--- src/rtl/usb_rx_pkg.sv ---
// Shared types and constants for the USB receive packet sequencer.
// PID constants are in arrival order (first received bit at [7]).
package usb_rx_pkg;

    typedef enum logic [2:0] {
        IDLE,
        PID,
        DATA,
        CRC,
        WAIT_EOP,
        DONE
    } rx_state_t;

    localparam int PID_BITS = 8;
    localparam int CRC_BITS = 16;

    localparam logic [7:0] PID_ACK   = 8'h4B;
    localparam logic [7:0] PID_DATA0 = 8'hC3;

    // Upper nibble must be the bitwise complement of the lower nibble.
    function automatic logic pid_ok(input logic [7:0] pid);
        return pid[7:4] == ~pid[3:0];
    endfunction

endpackage

--- src/rtl/usb_rx_packet_sequencer_counter.sv ---
// Received-bit counter: synchronous clear has priority over enable.
module rx_bit_counter #(
    parameter int WIDTH = 7
) (
    input  logic             clk,
    input  logic             n_rst,
    input  logic             clr,
    input  logic             en,
    output logic [WIDTH-1:0] count
);

    always_ff @(posedge clk or negedge n_rst) begin
        if (!n_rst) begin
            count <= '0;
        end else if (clr) begin
            count <= '0;
        end else if (en) begin
            count <= count + WIDTH'(1);
        end
    end

endmodule

--- src/rtl/usb_rx_packet_sequencer.sv ---
// Captures one received USB packet into raw PID/data/CRC registers and holds
// it under a valid/ack handshake, flagging framing and PID-check errors.
//
// state    | meaning
// IDLE     | waiting for rx_start
// PID      | shifting PID bits
// DATA     | shifting payload bits
// CRC      | shifting CRC16 bits
// WAIT_EOP | full data packet received, expecting rx_eop
// DONE     | packet valid, waiting for pkt_ack
module usb_rx_packet_sequencer
    import usb_rx_pkg::*;
#(
    parameter int DATA_BITS = 64
) (
    input  logic                 clk,
    input  logic                 n_rst,
    input  logic                 rx_start,
    input  logic                 bit_valid,
    input  logic                 rx_bit,
    input  logic                 rx_eop,
    input  logic                 pkt_ack,
    output logic [7:0]           pid_raw,
    output logic [DATA_BITS-1:0] data_raw,
    output logic [15:0]          crc_raw,
    output logic                 pkt_valid,
    output logic                 pkt_has_data,
    output logic                 rx_error,
    output logic                 busy
);

    localparam int TOTAL_BITS = PID_BITS + DATA_BITS + CRC_BITS;
    localparam int CNT_MIN    = $clog2(TOTAL_BITS + 1);
    localparam int CNT_W      = (CNT_MIN > 7) ? CNT_MIN : 7;

    localparam logic [CNT_W-1:0] END_PID  = CNT_W'(PID_BITS);
    localparam logic [CNT_W-1:0] END_DATA = CNT_W'(PID_BITS + DATA_BITS);
    localparam logic [CNT_W-1:0] END_CRC  = CNT_W'(TOTAL_BITS);

    rx_state_t            state_q, state_d;
    logic [CNT_W-1:0]     count, count_upd;
    logic                 cnt_clr, cnt_en;
    logic [7:0]           pid_d;
    logic [DATA_BITS-1:0] data_d;
    logic [15:0]          crc_d;
    logic                 has_data_d, error_d;

    rx_bit_counter #(.WIDTH(CNT_W)) u_bit_counter (
        .clk   (clk),
        .n_rst (n_rst),
        .clr   (cnt_clr),
        .en    (cnt_en),
        .count (count)
    );

    always_comb begin
        state_d    = state_q;
        pid_d      = pid_raw;
        data_d     = data_raw;
        crc_d      = crc_raw;
        has_data_d = pkt_has_data;
        error_d    = 1'b0;
        cnt_clr    = 1'b0;
        cnt_en     = 1'b0;
        count_upd  = count;

        unique case (state_q)
            IDLE: begin
                if (rx_start) begin
                    state_d    = PID;
                    cnt_clr    = 1'b1;
                    pid_d      = '0;
                    data_d     = '0;
                    crc_d      = '0;
                    has_data_d = 1'b0;
                end
            end
            PID, DATA, CRC, WAIT_EOP: begin
                if (rx_start) begin
                    error_d    = 1'b1;
                    state_d    = PID;
                    cnt_clr    = 1'b1;
                    pid_d      = '0;
                    data_d     = '0;
                    crc_d      = '0;
                    has_data_d = 1'b0;
                end else begin
                    // The bit is taken first so a coincident rx_eop sees the new count.
                    if (bit_valid) begin
                        cnt_en    = 1'b1;
                        count_upd = count + CNT_W'(1);
                        case (state_q)
                            PID:     pid_d  = {pid_raw[6:0], rx_bit};
                            DATA:    data_d = {data_raw[DATA_BITS-2:0], rx_bit};
                            CRC:     crc_d  = {crc_raw[14:0], rx_bit};
                            default: ;
                        endcase
                        if (state_q == WAIT_EOP) begin
                            error_d = 1'b1;
                            state_d = IDLE;
                        end else if (state_q == PID && count_upd == END_PID) begin
                            state_d = DATA;
                        end else if (state_q == DATA && count_upd == END_DATA) begin
                            state_d = CRC;
                        end else if (state_q == CRC && count_upd == END_CRC) begin
                            state_d = WAIT_EOP;
                        end
                    end
                    if (rx_eop && state_d != IDLE) begin
                        if ((count_upd == END_PID || count_upd == END_CRC) && pid_ok(pid_d)) begin
                            state_d    = DONE;
                            has_data_d = (count_upd == END_CRC);
                        end else begin
                            error_d = 1'b1;
                            state_d = IDLE;
                        end
                    end
                end
            end
            DONE: begin
                error_d = rx_start;
                if (pkt_ack) begin
                    state_d    = IDLE;
                    has_data_d = 1'b0;
                end
            end
            default: state_d = IDLE;
        endcase
    end

    always_ff @(posedge clk or negedge n_rst) begin
        if (!n_rst) begin
            state_q      <= IDLE;
            pid_raw      <= '0;
            data_raw     <= '0;
            crc_raw      <= '0;
            pkt_valid    <= 1'b0;
            pkt_has_data <= 1'b0;
            rx_error     <= 1'b0;
            busy         <= 1'b0;
        end else begin
            state_q      <= state_d;
            pid_raw      <= pid_d;
            data_raw     <= data_d;
            crc_raw      <= crc_d;
            pkt_valid    <= (state_d == DONE);
            pkt_has_data <= has_data_d;
            rx_error     <= error_d;
            busy         <= (state_d != IDLE);
        end
    end

endmodule

--- config.mk ---
export PLATFORM = sky130hd
export DESIGN_NAME = usb_rx_packet_sequencer
export DESIGN_NICKNAME = d
export VERILOG_FILES = /design/src/rtl/usb_rx_pkg.sv /design/src/rtl/usb_rx_packet_sequencer_counter.sv /design/src/rtl/usb_rx_packet_sequencer.sv
export SDC_FILE = /design/constraint.sdc
export NUM_CORES = 1
export LEC_CHECK = 0
export CAP_MARGIN = 20
export CORE_UTILIZATION = 25
export DETAILED_ROUTE_END_ITERATION = 16
export HOLD_SLACK_MARGIN = 0.03
export PLACE_DENSITY = 0.41
export SLEW_MARGIN = 20
export SYNTH_ARGS = -nofsm -noshare
export SYNTH_HDL_FRONTEND = slang
export SYNTH_HIERARCHICAL = 1
export SYNTH_SLANG_ARGS = --single-unit
--- constraint.sdc ---
create_clock -name clk -period 3.6 [get_ports clk]
set_input_delay 0.72 -clock clk [delete_from_list [all_inputs] [get_ports clk]]
set_output_delay 0.72 -clock clk [all_outputs]
set_load 0.05 [all_outputs]
==> implementation parameters <==
Parameter                              Value

Placed design
  Routability-driven placement congestion ratio    ~0.8
  Number of buffers inserted by port buffering    between 90 and 100
  Placed wire-length estimate    between 7000 and 8000 µm
  Placed insts    811

Yosys
  Cells after Synth    about 510
  Total standard cell area after synthesis    approximately 4600 µm²
  Synth top area cells    dfrtp_1, nand2_1, o21ai_0
  Cell type contributing the most total cell area after synthesis    dfrtp_1
  Synth Flop Type    dfrtp_1
  Fraction of synthesized cell area taken by the top area cell type    0.556
  Number of synthesized flops with an enable pin    0
  Yosys warning total    6
  Mapped Nets    just over 500
  Post-synthesis sequential element count    102
  Commonest cells post-synth    nand2_1, dfrtp_1, o21ai_0
  Proportion of register bits with asynchronous set or reset after synthesis    1.00
  Mean instance size in the synthesized netlist    roughly 9.0 µm²
  Number of different library cells in the post-synthesis netlist    between 40 and 50
  Post-synthesis sequential area ratio    0.556
  Most frequently used cell type in the post-synthesis netlist    nand2_1

CTS
  Depth of the CTS H-tree    3
  Register clock-pin slew on the reported worst setup and hold paths    about 0.070 ns
  Post-CTS setup-driven buffer insertion count    0
  Insertion delay of the later-clocked pin in the worst-skew pair    0.34 ns
  CTS tree    yes
  Hold-fix buffers, CTS    0
  Root buffer cell    clkbuf_16
  Clock buffers created by TritonCTS    9
  Max Buffers Root-to-Sink    2
  Number of sinks on the clock net    about 100
  Cts repair resizes    0

Timing
  Count of pins over their slew limit    0
  Max Fclk    ~0.35 GHz
  Final Skew    around 0.0081 ns
  Setup tns final    0 ns
  Minimum clock period after layout    2.83 ns
  Max_slew headroom    0.540
  Portion of the clock cycle consumed by the worst path in the final layout    0.787
  Unrepaired setup endpoints after global routing    no
  Total of endpoints with negative setup slack in the final report    0
  Final-report hold violation count    0
  Worst hold slack    between 0.3 and 0.4 ns
  Worst Tran Pin Value    0.691 ns

Routing
  Number of detailed-routing iterations run before antenna repair    4
  Post-detailed-route count of antenna-violating nets    0
  Overall routed net length    11,600 µm
  Routed vias    about 3,700
  DRC Markers    0
  Wire length per cell    roughly 14 µm
  Number of DRC violations after detailed-routing iteration 0    ~140
  Vias per std cell    about 4.5

GRT
  Wire length of the first global-routing pass    18,800 µm
  Remaining Overflow, GRT    0
  Global-route total usage across every layer    0.130
  Pin count of the biggest net entering global routing    85
  Number of global-route vias before repair    around 3,600
  Number of antenna violations at the first check in global routing    0

Critical path
  CP top delay family    compound AO/OA/AOI/OAI gates
  Crit path largest cell delay    around 0.66 ns
  Worst Path Arrival    3.06 ns
  Nature of the critical path startpoint    primary input
  Number of buffer and inverter stages on the critical path    1
  Largest fanout on the critical path    9
  Reg2Reg Depth    7
  Critical setup path kind    primary input to flip-flop
  Critical-path cell list    clkdlybuf4s50_1 -> nand3_1 -> nand2b_1 -> a2111o_1 -> o221a_4 -> o211ai_2 -> a31oi_1 -> or3_1
  Type of element capturing the critical path    flip-flop
  Worst endpoint required time    between 3 and 4 ns
  Crit path max-delay cell type    clkdlybuf4s50_1
  Stages on worst setup path    8

Finish
  Area growth syn-to-layout    33.8%
  Number of cells in the finished layout apart from fillers    826
  # diodes    0
  Fraction of layout cells with a size suffix above 1    0.0570
  Layout net count    603

Floorplan
  Starting Density    0.255
  Number of ports placed on the die boundary    slightly below 100
  Row count    49
  Height of the chip    137 µm
  Core Area    between 15,000 and 20,000 µm²
  Overall die width    around 140 µm
  Total die area    around 19,000 µm²

Power
  Max IR drop VDD    0.246 mV
  Static Leak    between 2 and 2.5 nW
  Pwr per Cell Area    about 400 nW/µm²

Flow run
  Maxcap violations    0

Min path
  Min-delay worst type    primary input to async pin

Run status
  Run status    finished, final reports clean
[logic make-up (layout without fill, tap and decap cells)]
logic type | count (synthesis) | count (layout) | synth area share
compound gates | 127 | 127 | 0.169
simple gates | 222 | 222 | 0.199
xor+xnor | 13 | 13 | 0.0248
mux | 4 | 4 | 0.00873
buf+inv | 38 | 126 | 0.0338
flops | 102 | 102 | 0.556
fa+ha+maj | 3 | 3 | 0.00818
[state kept, by name (all words and copies together), names as in the netlist]
signal,flops
state_q,3
crc_raw,16
data_raw,64
u_bit_counter/count,7
pkt_valid,1
pkt_has_data,1
rx_error,1
pid_raw,8
busy,1
[worst register-to-register path, stage by stage, from the launching register on]
cell and delay [ns]:
dfrtp_1 0.48, ha_1 0.29, or3b_1 0.41, a2111o_1 0.47, o221a_4 0.24, o211ai_2 0.20
a31oi_1 0.14, or3_1 0.36
[worst paths after layout]
check                                              startpoint                 endpoint  slack (ns)
setup / recovery                                    bit_valid           busy$_DFF_PN0_        0.77
hold / removal                                          n_rst   pid_raw[1]$_DFFE_PN0P_        0.40
setup reg to reg           u_bit_counter/count[0]$_DFFE_PN0P_           busy$_DFF_PN0_        0.89
hold reg to reg                       crc_raw[15]$_DFFE_PN0P_  crc_raw[15]$_DFFE_PN0P_        0.49
max in group asynchronous                               n_rst  crc_raw[12]$_DFFE_PN0P_        2.33
min in group clk                      crc_raw[15]$_DFFE_PN0P_  crc_raw[15]$_DFFE_PN0P_        0.49
[placed cells by master (no fill, tap or decap), types with 7 or more instances in the layout]
cell / Yosys / layout
a21oi_1: 8 / 7
a22o_1: 8 / 8
buf_4: 0 / 7
clkbuf_16: 0 / 9
clkdlybuf4s50_1: 0 / 97
dfrtp_1: 102 / 102
nand2_1: 174 / 174
nand3_1: 7 / 7
nor2_1: 13 / 13
o21ai_0: 87 / 87
xor2_1: 8 / 8
[layout make-up]
class | count | area (µm²)
Clock buffer | 10 | 239
Fill cell | 1833 | 11800
Multi-Input combinational cell | 369 | 1900
Timing Repair Buffer | 106 | 1060
Sequential cell | 102 | 2550
Clock inverter | 5 | 81.3
Tap cell | 229 | 287
Inverter | 5 | 18.8
[power breakdown]
part | total [mW] | switching [mW] | internal, mW
Combinational | 0.186 | 0.138 | 0.0479
Sequential | 1.16 | 0.0115 | 1.15
Clock | 1.06 | 0.430 | 0.626
[per-layer routing]
layer | vias up | track usage | part of all wire
met5 | - | 0 | 0
met4 | 0 | 0.0495 | 0.016
met3 | 13 | 0.0423 | 0.061
met2 | 88 | 0.187 | 0.43
met1 | 1757 | 0.178 | 0.49
li1 | 1873 | - | -
[stage by stage]
stage                     power [mW]  area [µm²]  worst slack (ns)  utilization
after global placement          1.38        5820             0.470        0.324
after detailed placement        1.38        5820             0.407        0.324
after global routing            2.51        6140             0.538        0.342
after floorplan                 1.30        4590             0.961            -
after CTS                       2.45        6140             0.771        0.342
final                           2.41        6140             0.768        0.342
No activity file was read; power rests on OpenSTA's default activity.
